**config.mk**
```make
export PLATFORM = sky130hd
export DESIGN_NAME = mem_master
export DESIGN_NICKNAME = d
export VERILOG_FILES = /design/src/rtl/mem_master_pkg.sv /design/src/rtl/mem_master_byte_lane.sv /design/src/rtl/mem_master.sv
export SDC_FILE = /design/constraint.sdc
export NUM_CORES = 1
export LEC_CHECK = 0
export CAP_MARGIN = 20
export CORE_MARGIN = 1.5
export CORE_UTILIZATION = 35
export DETAILED_ROUTE_END_ITERATION = 10
export PLACE_DENSITY = 0.66
export RECOVER_POWER = 25
export SLEW_MARGIN = 20
export SYNTH_ARGS = -nofsm -noshare
export SYNTH_HDL_FRONTEND = slang
export SYNTH_SLANG_ARGS = --single-unit
```
**constraint.sdc**
```tcl
create_clock -name clk -period 2.9 [get_ports clk]
set_input_delay 0.58 -clock clk [delete_from_list [all_inputs] [get_ports clk]]
set_output_delay 0.58 -clock clk [all_outputs]
set_load 0.01 [all_outputs]
```
**src/rtl/mem_master_pkg.sv**
```systemverilog
// Shared definitions for the mem_master RAM initiator: FSM state encoding,
// request size / byte lane encodings and the lane-select helper.
package mem_master_pkg;

  localparam int MEM_WORDS_DEF = 2048;
  localparam int ADDR_W_DEF    = 16;

  localparam logic SIZE_BYTE = 1'b0;
  localparam logic SIZE_WORD = 1'b1;

  localparam logic LANE_LO = 1'b0;  // bits [7:0]
  localparam logic LANE_HI = 1'b1;  // bits [15:8]

  localparam logic [1:0] MEM_BE_FULL = 2'b11;

  typedef enum logic [2:0] {
    ST_IDLE   = 3'd0,
    ST_RD     = 3'd1,
    ST_RDCAP  = 3'd2,
    ST_WR     = 3'd3,
    ST_RMW_RD = 3'd4,
    ST_RMW_WR = 3'd5,
    ST_RESP   = 3'd6
  } state_e;

  function automatic logic [7:0] lane_byte(input logic [15:0] word, input logic lane);
    return (lane == LANE_HI) ? word[15:8] : word[7:0];
  endfunction

endpackage

```
**src/rtl/mem_master_byte_lane.sv**
```systemverilog
// Combinational byte-lane helper for mem_master.
//   rd_word_i  in  16  word returned by the RAM
//   size_i     in   1  access size (byte/word)
//   lane_i     in   1  selected byte lane (byte address bit 0)
//   wr_byte_i  in   8  byte to insert for byte stores
//   rd_data_o  out 16  load result: whole word, or selected lane zero-extended
//   merge_o    out 16  RAM word with the selected lane replaced by wr_byte_i
module mem_master_byte_lane
  import mem_master_pkg::*;
(
  input  logic [15:0] rd_word_i,
  input  logic        size_i,
  input  logic        lane_i,
  input  logic [7:0]  wr_byte_i,
  output logic [15:0] rd_data_o,
  output logic [15:0] merge_o
);

  always_comb begin
    rd_data_o = rd_word_i;
    if (size_i == SIZE_BYTE) begin
      rd_data_o = {8'h00, lane_byte(rd_word_i, lane_i)};
    end

    merge_o = rd_word_i;
    if (lane_i == LANE_LO) begin
      merge_o[7:0] = wr_byte_i;
    end else begin
      merge_o[15:8] = wr_byte_i;
    end
  end

endmodule

```
**src/rtl/mem_master.sv**
```systemverilog
// Initiator for the 16-bit synchronous RAM port. Takes CPU load/store
// requests (byte or word, byte-addressed) over valid/ready, drives the RAM
// pins and returns a response held until accepted. Byte stores are done as
// read-modify-write so the other byte of the word is preserved.
//   clk, rst_n                  clock, async active-low reset
//   req_valid/req_ready         request handshake (ready only in IDLE)
//   req_we, req_size            store/load, byte/word
//   req_addr, req_wdata         byte address, store data (byte uses [7:0])
//   rsp_valid/rsp_ready         response handshake
//   rsp_rdata, rsp_err          load data (0 for stores/errors), error flag
//   mem_address, mem_data_in    RAM word address, RAM write data
//   mem_be, mem_we              byte enables (always full), write enable
//   mem_data_out                RAM read data, valid one cycle after address
//
// state     | meaning
// ----------+-----------------------------------------------------------
// ST_IDLE   | waiting for a request, req_ready high
// ST_RD     | load: address on the RAM port
// ST_RDCAP  | load: RAM data valid, captured into the response
// ST_WR     | word store: mem_we high for this single cycle
// ST_RMW_RD | byte store: address on the RAM port to fetch the old word
// ST_RMW_WR | byte store: merged word written, mem_we high this cycle
// ST_RESP   | response presented until rsp_ready
module mem_master
  import mem_master_pkg::*;
#(
  parameter int MEM_WORDS = MEM_WORDS_DEF,
  parameter int ADDR_W    = ADDR_W_DEF
) (
  input  logic              clk,
  input  logic              rst_n,
  input  logic              req_valid,
  output logic              req_ready,
  input  logic              req_we,
  input  logic              req_size,
  input  logic [ADDR_W-1:0] req_addr,
  input  logic [15:0]       req_wdata,
  output logic              rsp_valid,
  input  logic              rsp_ready,
  output logic [15:0]       rsp_rdata,
  output logic              rsp_err,
  output logic [ADDR_W-1:0] mem_address,
  output logic [15:0]       mem_data_in,
  output logic [1:0]        mem_be,
  output logic              mem_we,
  input  logic [15:0]       mem_data_out
);

  localparam logic [ADDR_W-1:0] MEM_WORDS_W = ADDR_W'(MEM_WORDS);

  state_e state_q, state_d;

  logic              size_q;
  logic              lane_q;
  logic [7:0]        wbyte_q;
  logic [ADDR_W-1:0] addr_q;
  logic [15:0]       data_in_q;
  logic [15:0]       rdata_q;
  logic              err_q;

  logic [ADDR_W-1:0] word_idx;
  logic              req_bad;
  logic              accept;
  logic [15:0]       lane_rdata;
  logic [15:0]       lane_merge;

  assign word_idx = {1'b0, req_addr[ADDR_W-1:1]};
  assign req_bad  = ((req_size == SIZE_WORD) && req_addr[0]) || (word_idx >= MEM_WORDS_W);
  assign accept   = req_valid && (state_q == ST_IDLE);

  mem_master_byte_lane u_byte_lane (
    .rd_word_i (mem_data_out),
    .size_i    (size_q),
    .lane_i    (lane_q),
    .wr_byte_i (wbyte_q),
    .rd_data_o (lane_rdata),
    .merge_o   (lane_merge)
  );

  always_comb begin
    state_d = state_q;
    case (state_q)
      ST_IDLE: begin
        if (req_valid) begin
          if (req_bad)                    state_d = ST_RESP;
          else if (!req_we)               state_d = ST_RD;
          else if (req_size == SIZE_WORD) state_d = ST_WR;
          else                            state_d = ST_RMW_RD;
        end
      end
      ST_RD:     state_d = ST_RDCAP;
      ST_RDCAP:  state_d = ST_RESP;
      ST_WR:     state_d = ST_RESP;
      ST_RMW_RD: state_d = ST_RMW_WR;
      ST_RMW_WR: state_d = ST_RESP;
      ST_RESP: begin
        if (rsp_ready) state_d = ST_IDLE;
      end
      default:   state_d = ST_IDLE;
    endcase
  end

  always_ff @(posedge clk or negedge rst_n) begin
    if (!rst_n) begin
      state_q <= ST_IDLE;
    end else begin
      state_q <= state_d;
    end
  end

  // Response registers are cleared at accept so stores and errors report 0;
  // a rejected request leaves the RAM-side address and data untouched.
  always_ff @(posedge clk or negedge rst_n) begin
    if (!rst_n) begin
      size_q    <= 1'b0;
      lane_q    <= 1'b0;
      wbyte_q   <= 8'h00;
      addr_q    <= '0;
      data_in_q <= 16'h0000;
      rdata_q   <= 16'h0000;
      err_q     <= 1'b0;
    end else begin
      if (accept) begin
        size_q  <= req_size;
        lane_q  <= req_addr[0];
        wbyte_q <= req_wdata[7:0];
        rdata_q <= 16'h0000;
        err_q   <= req_bad;
        if (!req_bad) begin
          addr_q <= word_idx;
          if (req_we) data_in_q <= req_wdata;
        end
      end
      if (state_q == ST_RDCAP) begin
        rdata_q <= lane_rdata;
      end
    end
  end

  // The RAM word arrives in ST_RMW_WR, so the merge is presented directly
  // from the RAM output in that cycle.
  assign mem_data_in = (state_q == ST_RMW_WR) ? lane_merge : data_in_q;
  assign mem_we      = (state_q == ST_WR) || (state_q == ST_RMW_WR);
  assign mem_address = addr_q;
  assign mem_be      = MEM_BE_FULL;
  assign req_ready   = (state_q == ST_IDLE);
  assign rsp_valid   = (state_q == ST_RESP);
  assign rsp_rdata   = rdata_q;
  assign rsp_err     = err_q;

endmodule
```
==> key figures, run 1 <==
Status
  – Result of the run: finished with violations
  – Failing checks: max-capacitance violations, max-slew violations

Critical path
  – Critical path fanouts, max: 32
  – Largest delay contributor family on the critical path: buffers and inverters
  – Buf+Inv Stages, Crit Path: 2
  – Highest cell delay on the worst timing path: 0.58 ns
  – Critical path launch point type: flop
  – Worst path required time: 2.32 ns
  – Critical Path Slowest Stage Cell: sky130_fd_sc_hd__clkdlybuf4s50_1
  – Type of the worst setup path: flop to output port
  – Endpoint arrival time on the critical path: 2.09 ns
  – CP Capture Type: output port
  – Cells along the critical path: nand3b_1, buf_4, o21ai_0, clkdlybuf4s50_1

Place
  – Number of port buffers: 104
  – Half-perimeter wire length after placement: 5.08 mm
  – Placement-stage worst setup slack: 0.343 ns
  – Final weighted congestion in routability-driven placement: 0.810

Clocking
  – H-tree levels: 3
  – Clock sink total: 61
  – CTS Hold Buffers Added: 0
  – CTS tree: built
  – Cell chosen for the clock root: sky130_fd_sc_hd__clkbuf_8
  – Post-CTS setup-driven buffer insertion count: 0
  – TritonCTS Buffers: 9
  – Resized cells post-CTS: 0
  – Number of buffers on the longest clock path: 2
  – Latest clock arrival within the worst-skew pair: 0.34 ns
  – Register clock-pin slew on the reported worst setup and hold paths: 0.06 ns

Floorplanning
  – Die Footprint: 8700 sq um
  – Floorplan die height: 93.3 microns
  – Horizontal die dimension: 93.3 microns
  – Starting Density: 36.5%
  – Number of top-level design ports: 108
  – Core area: 7810 sq um
  – Number of core rows: 32

Synthesis
  – Share of cell area taken by muxes after synthesis: 24.4%
  – Number of flip-flops and latches in the synthesized netlist: 61
  – Cell area after technology mapping: 2850 sq um
  – Share of synthesized flip-flops with an asynchronous set or reset: 100%
  – Simple-Gate Fraction of Synth Area: 8.46%
  – Synth Area in Compound Gates: 9.04%
  – Count of flip-flops with a built-in enable after synthesis: 0
  – Post-Synthesis Cells: 224
  – Parity-gate share of the synthesized area counting xor and xnor cells: 0.307%
  – Unique cell type count in the Yosys netlist: 31
  – Sequential share of the synthesized area: 53.5%
  – Top_reg_cell synth: sky130_fd_sc_hd__dfrtp_1
  – Dominant combinational cell family by area after synthesis: multiplexers
  – Yosys synthesis warning count: 0
  – Syn Area/Cell: 12.7 sq um
  – Arithmetic-cell share of the synthesized area counting full adders, half adders and majority gates: 0%

Power
  – Worst ir drop on vdd: 0.257 mV
  – Power density of the placed cells: 819 nW/um^2
  – Leakage component of the power: 1.87 nW
  – Total power of the final layout: 0.00340 W

Finish
  – Filler Cells Inserted: 707
  – Most used cells in the layout excluding fill and tap cells: sky130_fd_sc_hd__clkdlybuf4s50_1 (103), sky130_fd_sc_hd__dfrtp_1 (61), sky130_fd_sc_hd__mux2_2 (32)
  – Inserted Diodes: 0
  – Relative area change from synthesis to final layout: 45.5%
  – Share of post-route cells with drive strength above 1: 19.2%
  – Utilization after layout: 53.2%
  – Leading cell type in the layout, fill and taps excluded: sky130_fd_sc_hd__clkdlybuf4s50_1
  – Fin nets: 383

STA
  – Skew final: 0.00616 ns
  – Summed negative setup slack over all endpoints: 0 ns
  – Time the worst path needs with I/O delays and setup: 2.67 ns
  – # setup viols final: 0
  – Maximum clock frequency: 375 MHz
  – Fraction of the cycle the final worst path needs: 92.0%
  – Least setup slack across all paths after layout: 0.232 ns
  – Normalized max-slew margin: -0.675%
  – Final slew viol count: 62
  – Slew at the pin closest to its max-slew limit: 1.51 ns
  – Setup repair after global routing missed its margin: no
  – Hold Violations, Final: 0

Detailed routing
  – Total Wirelength: 7.02 mm
  – Antenna Violating Nets Remaining: 0
  – Number of detailed-routing iterations run before antenna repair: 4
  – Initial detailed-routing violation count: 70
  – Detail-routed via count per cell: 4.76
  – DR vias: 2,069
  – Drc violations: 0
  – Average routed wire per standard cell: 16.1 microns

Global routing
  – Vias in the first global route: 2,063
  – Overall overflow remaining after global route: 0
  – Initial antenna violation count: 0
  – All-layer global routing usage: 16.6%
  – First-pass GRT wire length: 10.9 mm
  – Largest net degree at the start of global routing: 62

Worst hold path
  – Path category of the worst min-delay check: flop to flop

Run
  – Reported max-cap violation count: 1
-- power by group --
group / switching (W) / internal, W / total (W)
registers: 0.000193 / 0.00110 / 0.00130
clock network: 0.000315 / 0.000375 / 0.000690
logic: 0.000581 / 0.000830 / 0.00141
total: 0.00109 / 0.00231 / 0.00340
-- stage by stage --
step           hold WS [ns]  instance area (sq um)  std cells
2_1_floorplan         0.284                   2860        225
3_3_place_gp          0.470                   3970        420
3_5_place_dp          0.471                   3970        420
4_1_cts               0.437                   4150        435
5_1_grt               0.508                   4150        435
6_report              0.485                   4150        435
-- flip-flops by register name (all words and copies together) (netlist names) --
signal	cells
rsp_err	1
wbyte_q	8
data_in_q	16
state_q	3
rsp_rdata	16
lane_q	1
size_q	1
mem_address	15
-- cell families (layout without fill, tap and decap cells) --
kind of cell           count (synthesis)  in the layout
multiplexers                          63             63
flip-flops                            61             61
AO/OA/AOI/OAI                         38             38
other                                  2              3
XOR/XNOR                               1              1
AND/OR/NAND/NOR                       40             40
buffers and inverters                 19            127
-- synthesized netlist by cell type, types with 2 or more instances --
| cell | number | area (sq um) |
|---|---|---|
| sky130_fd_sc_hd__mux2_4 | 5 | 75.1 |
| sky130_fd_sc_hd__nor2_1 | 2 | 7.51 |
| sky130_fd_sc_hd__clkbuf_1 | 5 | 18.8 |
| sky130_fd_sc_hd__mux2_2 | 32 | 360 |
| sky130_fd_sc_hd__o21ai_0 | 19 | 95.1 |
| sky130_fd_sc_hd__buf_6 | 2 | 22.5 |
| sky130_fd_sc_hd__and2_1 | 5 | 31.3 |
| sky130_fd_sc_hd__o2bb2ai_1 | 8 | 70.1 |
| sky130_fd_sc_hd__nor3_1 | 2 | 10.0 |
| sky130_fd_sc_hd__nand2_1 | 20 | 75.1 |
| sky130_fd_sc_hd__a22o_1 | 8 | 70.1 |
| sky130_fd_sc_hd__nand2b_1 | 2 | 12.5 |
| sky130_fd_sc_hd__buf_2 | 5 | 25.0 |
| sky130_fd_sc_hd__conb_1 | 2 | 7.51 |
| sky130_fd_sc_hd__mux2i_1 | 26 | 260 |
| sky130_fd_sc_hd__dfrtp_1 | 61 | 1530 |
| sky130_fd_sc_hd__buf_4 | 6 | 45.0 |
-- path summary, 6_finish.rpt --
path / startpoint / to / slack (ns) / cells after the start
max: state_q[2] / mem_data_in[7] / 0.23 / 4
min: mem_address[14] / mem_address[14] / 0.49 / 1
max reg2reg: state_q[1] / mem_address[8] / 0.88 / 4
min reg2reg: mem_address[14] / mem_address[14] / 0.49 / 1
max in group asynchronous: rst_n / state_q[2] / 1.30 / 2
min in group asynchronous: rst_n / data_in_q[10] / 0.69 / 2
-- final cells by class --
type	count	area (sq um)	share of cell area [%]
Clock buffer	14	173	4.16
Clock inverter	1	5.00	0.121
Inverter	1	3.75	0.0904
Multi-Input combinational cell	145	1220	29.3
Sequential cell	61	1530	36.8
Tap cell	102	128	3.07
Timing Repair Buffer	111	1100	26.5
-- metal layers --
layer  track usage [%]  part of all wire (%)  vias to the layer above
li1                  -                     -                     1002
met1              22.7                    47                     1010
met2              25.4                    48                       49
met3              3.98                   4.0                        8
met4              6.57                   1.2                        0
met5                 0                     0                        -
No activity file was read; power rests on OpenSTA's default activity.
==> run 2, diff against run 1 <==
- PLACE_DENSITY: 0.66 -> not set
- PLACE_DENSITY_LB_ADDON: not set -> 0.25
==> run 2 against run 1 <==
Compared with the run above:
- the flow now finishes without violations
- sequential power about the same
- sequential cell count unchanged
- combinational power about the same
- hold slack worse by 0.061 ns
- design area about the same
- largest power group unchanged
==> key figures, run 2 (synthesis gave the netlist of run 1 again) <==
Finish
  – Fin nets: 384 (+0.26%)
  – Filler Cells Inserted: 723 (+2.3%)
  – Share of post-route cells with drive strength above 1: 19.1% (-0.11 points)
  – Leading cell type in the layout, fill and taps excluded: sky130_fd_sc_hd__clkdlybuf4s50_1
  – Inserted Diodes: 0 (unchanged)
  – Relative area change from synthesis to final layout: 45.6% (about the same)
  – Most used cells in the layout excluding fill and tap cells: sky130_fd_sc_hd__clkdlybuf4s50_1 (103), sky130_fd_sc_hd__dfrtp_1 (61), sky130_fd_sc_hd__mux2_2 (32)

Floorplanning
  – Number of core rows: 32 (unchanged)
  – Core area: 7810 sq um (unchanged)
  – Starting Density: 36.5% (unchanged)
  – Horizontal die dimension: 93.3 microns (unchanged)
  – Floorplan die height: 93.3 microns (unchanged)
  – Number of top-level design ports: 108 (unchanged)
  – Die Footprint: 8700 sq um (unchanged)

Critical path
  – Type of the worst setup path: flop to output port
  – Cell depth of the worst setup path: 4 (unchanged)
  – Worst path required time: 2.32 ns (about the same)
  – Largest delay contributor family on the critical path: buffers and inverters
  – Critical path launch point type: flop
  – Critical Path Slowest Stage Cell: sky130_fd_sc_hd__clkdlybuf4s50_1
  – Critical path fanouts, max: 32 (unchanged)
  – Depth of the most critical reg-to-reg path: 3 (-1)
  – Buf+Inv Stages, Crit Path: 2 (unchanged)
  – Endpoint arrival time on the critical path: 2.09 ns (about the same)
  – Highest cell delay on the worst timing path: 0.58 ns (about the same)
  – Cells along the critical path: nand3b_1, buf_4, o21ai_0, clkdlybuf4s50_1
  – CP Capture Type: output port

STA
  – # setup viols final: 0 (unchanged)
  – Skew final: 0.0103 ns (+0.00413 ns)
  – Maximum clock frequency: 375 MHz (+0.11%)
  – Setup repair after global routing missed its margin: no
  – Slew at the pin closest to its max-slew limit: 1.30 ns (-0.212 ns)
  – Hold Violations, Final: 0 (unchanged)
  – Summed negative setup slack over all endpoints: 0 ns (unchanged)
  – Time the worst path needs with I/O delays and setup: 2.67 ns (-0.00288 ns)
  – Normalized max-slew margin: 13.4% (+14 points)
  – Final slew viol count: 0 (-100%)
  – Fraction of the cycle the final worst path needs: 91.9% (-0.099 points)

Global routing
  – Met3 layer usage reported by global route: 2.44% (-1.5 points)
  – Vias in the first global route: 2,193 (+6.3%)
  – Largest net degree at the start of global routing: 33 (-47%)
  – Initial antenna violation count: 0 (unchanged)
  – First-pass GRT wire length: 11.3 mm (+3.9%)
  – Overall overflow remaining after global route: 0 (unchanged)
  – All-layer global routing usage: 16.9% (+0.28 points)
  – Busiest grt layer: met2
  – Grt met1 use: 24.0% (+1.3 points)
  – Met2 Track Usage GR: 25.7% (+0.30 points)

Detailed routing
  – Drc violations: 0 (unchanged)
  – Antenna Violating Nets Remaining: 0 (unchanged)
  – Initial detailed-routing violation count: 90 (+29%)
  – Total Wirelength: 7.05 mm (+0.44%)
  – Detail-routed via count per cell: 4.80 (+0.89%)
  – Average routed wire per standard cell: 16.1 microns (about the same)
  – DR vias: 2,097 (+1.4%)
  – Number of detailed-routing iterations run before antenna repair: 4 (unchanged)

Power
  – Clk network pwr share: 21.6% (+1.3 points)
  – Power density of the placed cells: 826 nW/um^2 (+0.89%)
  – Pint: 0.00233 W (+1.1%)
  – Total power of the final layout: 0.00343 W (+0.96%)
  – Leakage component of the power: 1.87 nW (+0.11%)
  – Net load switching power: 0.00110 W (+0.67%)
  – Combinational fraction of design power: 41.1% (-0.4 points)
  – Sequential fraction of design power: 37.3% (-0.9 points)
  – Worst ir drop on vdd: 0.269 mV (+4.5%)
  – Fraction of power spent switching nets: 32.0% (-0.090 points)

Clocking
  – Register clock-pin slew on the reported worst setup and hold paths: 0.07 ns (about the same)
  – Number of buffers on the longest clock path: 2 (unchanged)
  – CTS Hold Buffers Added: 0 (unchanged)
  – Cell chosen for the clock root: sky130_fd_sc_hd__clkbuf_8
  – Latest clock arrival within the worst-skew pair: 0.33 ns (about the same)
  – H-tree levels: 3 (unchanged)
  – CTS tree: built
  – TritonCTS Buffers: 9 (unchanged)
  – Post-CTS setup-driven buffer insertion count: 0 (unchanged)
  – Resized cells post-CTS: 0 (unchanged)
  – Clock sink total: 61 (unchanged)

Worst hold path
  – Path category of the worst min-delay check: primary input to async pin

Place
  – Half-perimeter wire length after placement: 5.19 mm (+2.2%)
  – Number of port buffers: 104 (unchanged)
  – Final weighted congestion in routability-driven placement: 0.771 (-4.8%)

Status
  – Result of the run: finished clean

Run
  – Reported max-cap violation count: 0 (-1)
==> run 2: worst paths after layout <==
path	from	end	slack, ns
setup / recovery	state_q[2]	mem_data_in[13]	0.23
hold / removal	rst_n	data_in_q[11]	0.42
setup reg to reg	state_q[0]	mem_address[6]	0.93
hold reg to reg	mem_address[12]	mem_address[12]	0.48
max in group asynchronous	rst_n	rsp_rdata[15]	0.73
min in group clk	mem_address[12]	mem_address[12]	0.48
==> run 2: final cells by class <==
class | count | area [sq um] | share of cell area [%]
tap | 102 | 128 | 3.07
inverter | 1 | 3.75 | 0.0904
clock buffer | 11 | 141 | 3.40
multi-input combinational | 145 | 1220 | 29.3
timing repair buffer | 112 | 1090 | 26.2
sequential | 61 | 1530 | 36.7
clock inverter | 5 | 50.0 | 1.20
==> run 2: power groups by stage <==
stage | registers, W | clock network, W | logic, W
after floorplan | 0.00130 | 0 | 0.000792
after global placement | 0.00130 | 0 | 0.00140
after detailed placement | 0.00130 | 0 | 0.00142
after CTS | 0.00128 | 0.000755 | 0.00143
after global routing | 0.00132 | 0.000785 | 0.00153
final | 0.00128 | 0.000739 | 0.00141
==> run 2: layer usage <==
| metal | part of all wire, % | vias to the layer above | wire length, microns |
|---|---|---|---|
| li1 | - | 1008 | - |
| met4 | 1.6 | 0 | 112 |
| met5 | 0 | - | 0 |
| met3 | 3.9 | 10 | 276 |
| met2 | 48 | 56 | 3360 |
| met1 | 47 | 1023 | 3300 |
==> run 2: worst register-to-register path, stage by stage (launching register included) <==
cell                      delay, ns
sky130_fd_sc_hd__dfrtp_1       0.49
sky130_fd_sc_hd__nor4b_4       0.49
sky130_fd_sc_hd__nand3_2       0.43
sky130_fd_sc_hd__mux2_4        0.44
==> run 2: per-stage QoR <==
step / cell area (sq um) / util, % / hold slack [ns] / instances / setup WS (ns)
after floorplan: 2860 / - / 0.284 / 225 / 0.929
after global placement: 3970 / 50.8 / 0.470 / 421 / 0.305
after detailed placement: 3970 / 50.8 / 0.470 / 421 / 0.298
after CTS: 4160 / 53.3 / 0.197 / 437 / 0.192
after global routing: 4150 / 53.2 / 0.509 / 437 / 0.102
final: 4150 / 53.2 / 0.424 / 437 / 0.235
==> run 3, diff against run 2 <==
- PLACE_DENSITY_LB_ADDON: 0.25 -> 0.08
- REMOVE_ABC_BUFFERS: not set -> 1
- SLEW_MARGIN: 20 -> 5
==> run 3 against run 2 <==
Compared with the run above:
- the run now ends with max-capacitance violations, max-slew violations left
- clock skew is 0.0019 ns lower
- non-clock buffer count up 1
- utilization increased by 0.71 points
- via count up 1.3%
- count of clock-buffer cells in the layout stayed put
- largest power group unchanged
==> key figures, run 3 (synthesis gave the netlist of run 1 again) <==
Clocking
  – CTS tree: built
  – Register clock-pin slew on the reported worst setup and hold paths: 0.07 ns (about the same)
  – Latest clock arrival within the worst-skew pair: 0.33 ns (about the same)
  – Number of buffers on the longest clock path: 2 (unchanged)
  – TritonCTS Buffers: 9 (unchanged)
  – Clock sink total: 61 (unchanged)
  – Cell chosen for the clock root: sky130_fd_sc_hd__clkbuf_8
  – CTS Hold Buffers Added: 0 (unchanged)
  – Resized cells post-CTS: 0 (unchanged)
  – H-tree levels: 3 (unchanged)
  – Post-CTS setup-driven buffer insertion count: 0 (unchanged)

STA
  – Final slew viol count: 32 (+32)
  – Setup repair after global routing missed its margin: no
  – Maximum clock frequency: 376 MHz (+0.12%)
  – Summed negative setup slack over all endpoints: 0 ns (unchanged)
  – # setup viols final: 0 (unchanged)
  – Least setup slack across all paths after layout: 0.238 ns (+0.00325 ns)
  – Normalized max-slew margin: -4.43% (-18 points)
  – Fraction of the cycle the final worst path needs: 91.8% (-0.11 points)
  – Skew final: 0.00845 ns (-0.00185 ns)
  – Slew at the pin closest to its max-slew limit: 1.57 ns (+0.268 ns)
  – Time the worst path needs with I/O delays and setup: 2.66 ns (-0.00325 ns)
  – Hold Violations, Final: 0 (unchanged)

Finish
  – Relative area change from synthesis to final layout: 47.5%
  – Final instance area: 4210 sq um (+1.3%)
  – Inserted Diodes: 0 (unchanged)
  – Fin nets: 385 (+0.26%)
  – Most used cells in the layout excluding fill and tap cells: sky130_fd_sc_hd__clkdlybuf4s50_1 (103), sky130_fd_sc_hd__dfrtp_1 (61), sky130_fd_sc_hd__mux2_2 (32)
  – Post-Layout Cell Count: 438 (+0.23%)
  – Leading cell type in the layout, fill and taps excluded: sky130_fd_sc_hd__clkdlybuf4s50_1
  – Share of post-route cells with drive strength above 1: 19.3% (+0.24 points)

Detailed routing
  – Total Wirelength: 7.07 mm (+0.21%)
  – Antenna Violating Nets Remaining: 0 (unchanged)
  – Detail-routed via count per cell: 4.85 (+1.1%)
  – Drc violations: 0 (unchanged)
  – Average routed wire per standard cell: 16.1 microns (about the same)
  – Initial detailed-routing violation count: 68 (-24%)
  – Number of detailed-routing iterations run before antenna repair: 4 (unchanged)
  – DR vias: 2,124 (+1.3%)

Place
  – Placement-stage worst setup slack: 0.372 ns (+0.0739 ns)
  – Number of port buffers: 104 (unchanged)
  – Half-perimeter wire length after placement: 4.96 mm (-4.4%)
  – Placed cell count: 422 (+0.24%)
  – Final weighted congestion in routability-driven placement: 0.748 (-3.0%)
  – Cell Area, Placed: 3990 sq um (+0.50%)

Global routing
  – Largest net degree at the start of global routing: 33 (unchanged)
  – First-pass GRT wire length: 11.1 mm (-1.6%)
  – Vias in the first global route: 2,124 (-3.1%)
  – Overall overflow remaining after global route: 0 (unchanged)
  – Initial antenna violation count: 0 (unchanged)
  – All-layer global routing usage: 16.7% (-0.24 points)

Floorplanning
  – Number of top-level design ports: 108 (unchanged)
  – Floorplan die height: 93.3 microns (unchanged)
  – Number of core rows: 32 (unchanged)
  – Die Footprint: 8700 sq um (unchanged)
  – Core area: 7810 sq um (unchanged)
  – Starting Density: 36.5% (unchanged)
  – Horizontal die dimension: 93.3 microns (unchanged)

Status
  – Failing checks: max-capacitance violations, max-slew violations
  – Result of the run: finished with violations

Critical path
  – Worst setup slack for register-to-register paths: 0.89 ns (-0.04 ns)
  – Depth of the most critical reg-to-reg path: 4 (+1)
  – Endpoint arrival time on the critical path: 2.08 ns (about the same)
  – End of the worst register-to-register path: rsp_rdata[12]
  – Critical path fanouts, max: 32 (unchanged)
  – Critical path launch point type: flop
  – Worst path required time: 2.32 ns (about the same)
  – Launching point of the worst reg2reg path: state_q[0]
  – CP Capture Type: output port
  – Type of the worst setup path: flop to output port

Worst hold path
  – Hold Startpoint: mem_address[14]
  – Path category of the worst min-delay check: flop to flop
  – Terminating pin of the worst hold path: mem_address[14]
  – Instance count along the most critical hold path: 1

Run
  – Reported max-cap violation count: 1 (+1)

Power
  – Worst ir drop on vdd: 0.338 mV (+26%)
  – Power density of the placed cells: 849 nW/um^2 (+2.9%)
  – Leakage component of the power: 1.89 nW (+0.80%)
  – Total power of the final layout: 0.00358 W (+4.2%)
run 3: cell types whose count changed in the layout (fill, tap and decap cells not counted):
cell / change
sky130_fd_sc_hd__clkinv_2: -4
sky130_fd_sc_hd__buf_4: +1
sky130_fd_sc_hd__clkinvlp_4: +2
sky130_fd_sc_hd__buf_12: +1
sky130_fd_sc_hd__clkbuf_1: -1
sky130_fd_sc_hd__nor2b_1: +1
sky130_fd_sc_hd__bufinv_16: +1
sky130_fd_sc_hd__clkinv_4: +1
sky130_fd_sc_hd__nor2b_2: -1
run 3: worst max-delay path by stage:
stage / from / to / slack [ns] / cells after the start
4_1_cts: state_q[2] / mem_data_in[14] / 0.21 / 4
6_report: state_q[2] / mem_data_in[0] / 0.24 / 4
2_1_floorplan: state_q[1] / mem_data_in[0] / 0.75 / 2
5_1_grt: state_q[2] / mem_data_in[6] / 0.09 / 4
3_5_place_dp: req_valid / mem_address[8] / 0.37 / 4
3_3_place_gp: req_valid / mem_address[8] / 0.36 / 4
run 3: routing by layer:
metal,wire length [microns],share of wire (%),track usage (%),up-vias
met1,3390,48,24.1,1043
met5,0,0,0,-
met2,3220,46,24.5,64
li1,-,-,-,1011
met3,403,5.7,3.98,6
met4,52,0.74,5.30,0
run 3: worst max-delay path, cell delays in order, from the launching register on:
cell and delay [ns]:
sky130_fd_sc_hd__dfrtp_1 0.55, sky130_fd_sc_hd__nand3b_1 0.20, sky130_fd_sc_hd__buf_12 0.21, sky130_fd_sc_hd__o21ai_0 0.21, sky130_fd_sc_hd__clkdlybuf4s50_1 0.58
run 3: power by group:
group	total (W)	internal, W	switching, W
Combinational	0.00144	0.000833	0.000611
Sequential	0.00129	0.00110	0.000183
Clock	0.000844	0.000509	0.000335
run 3: layout make-up:
type | instances | area [sq um]
Tap cell | 102 | 128
Multi-Input combinational cell | 145 | 1210
Clock buffer | 11 | 141
Timing Repair Buffer | 113 | 1110
Clock inverter | 5 | 83.8
Fill cell | 687 | 3600
Sequential cell | 61 | 1530
Inverter | 1 | 3.75
run 3: stage by stage:
stage	hold slack (ns)	util (%)
after global placement	0.471	51.1
after CTS	0.286	54.0
after detailed placement	0.471	51.1
final	0.488	53.9
after global routing	0.511	53.9
after floorplan	0.284	-
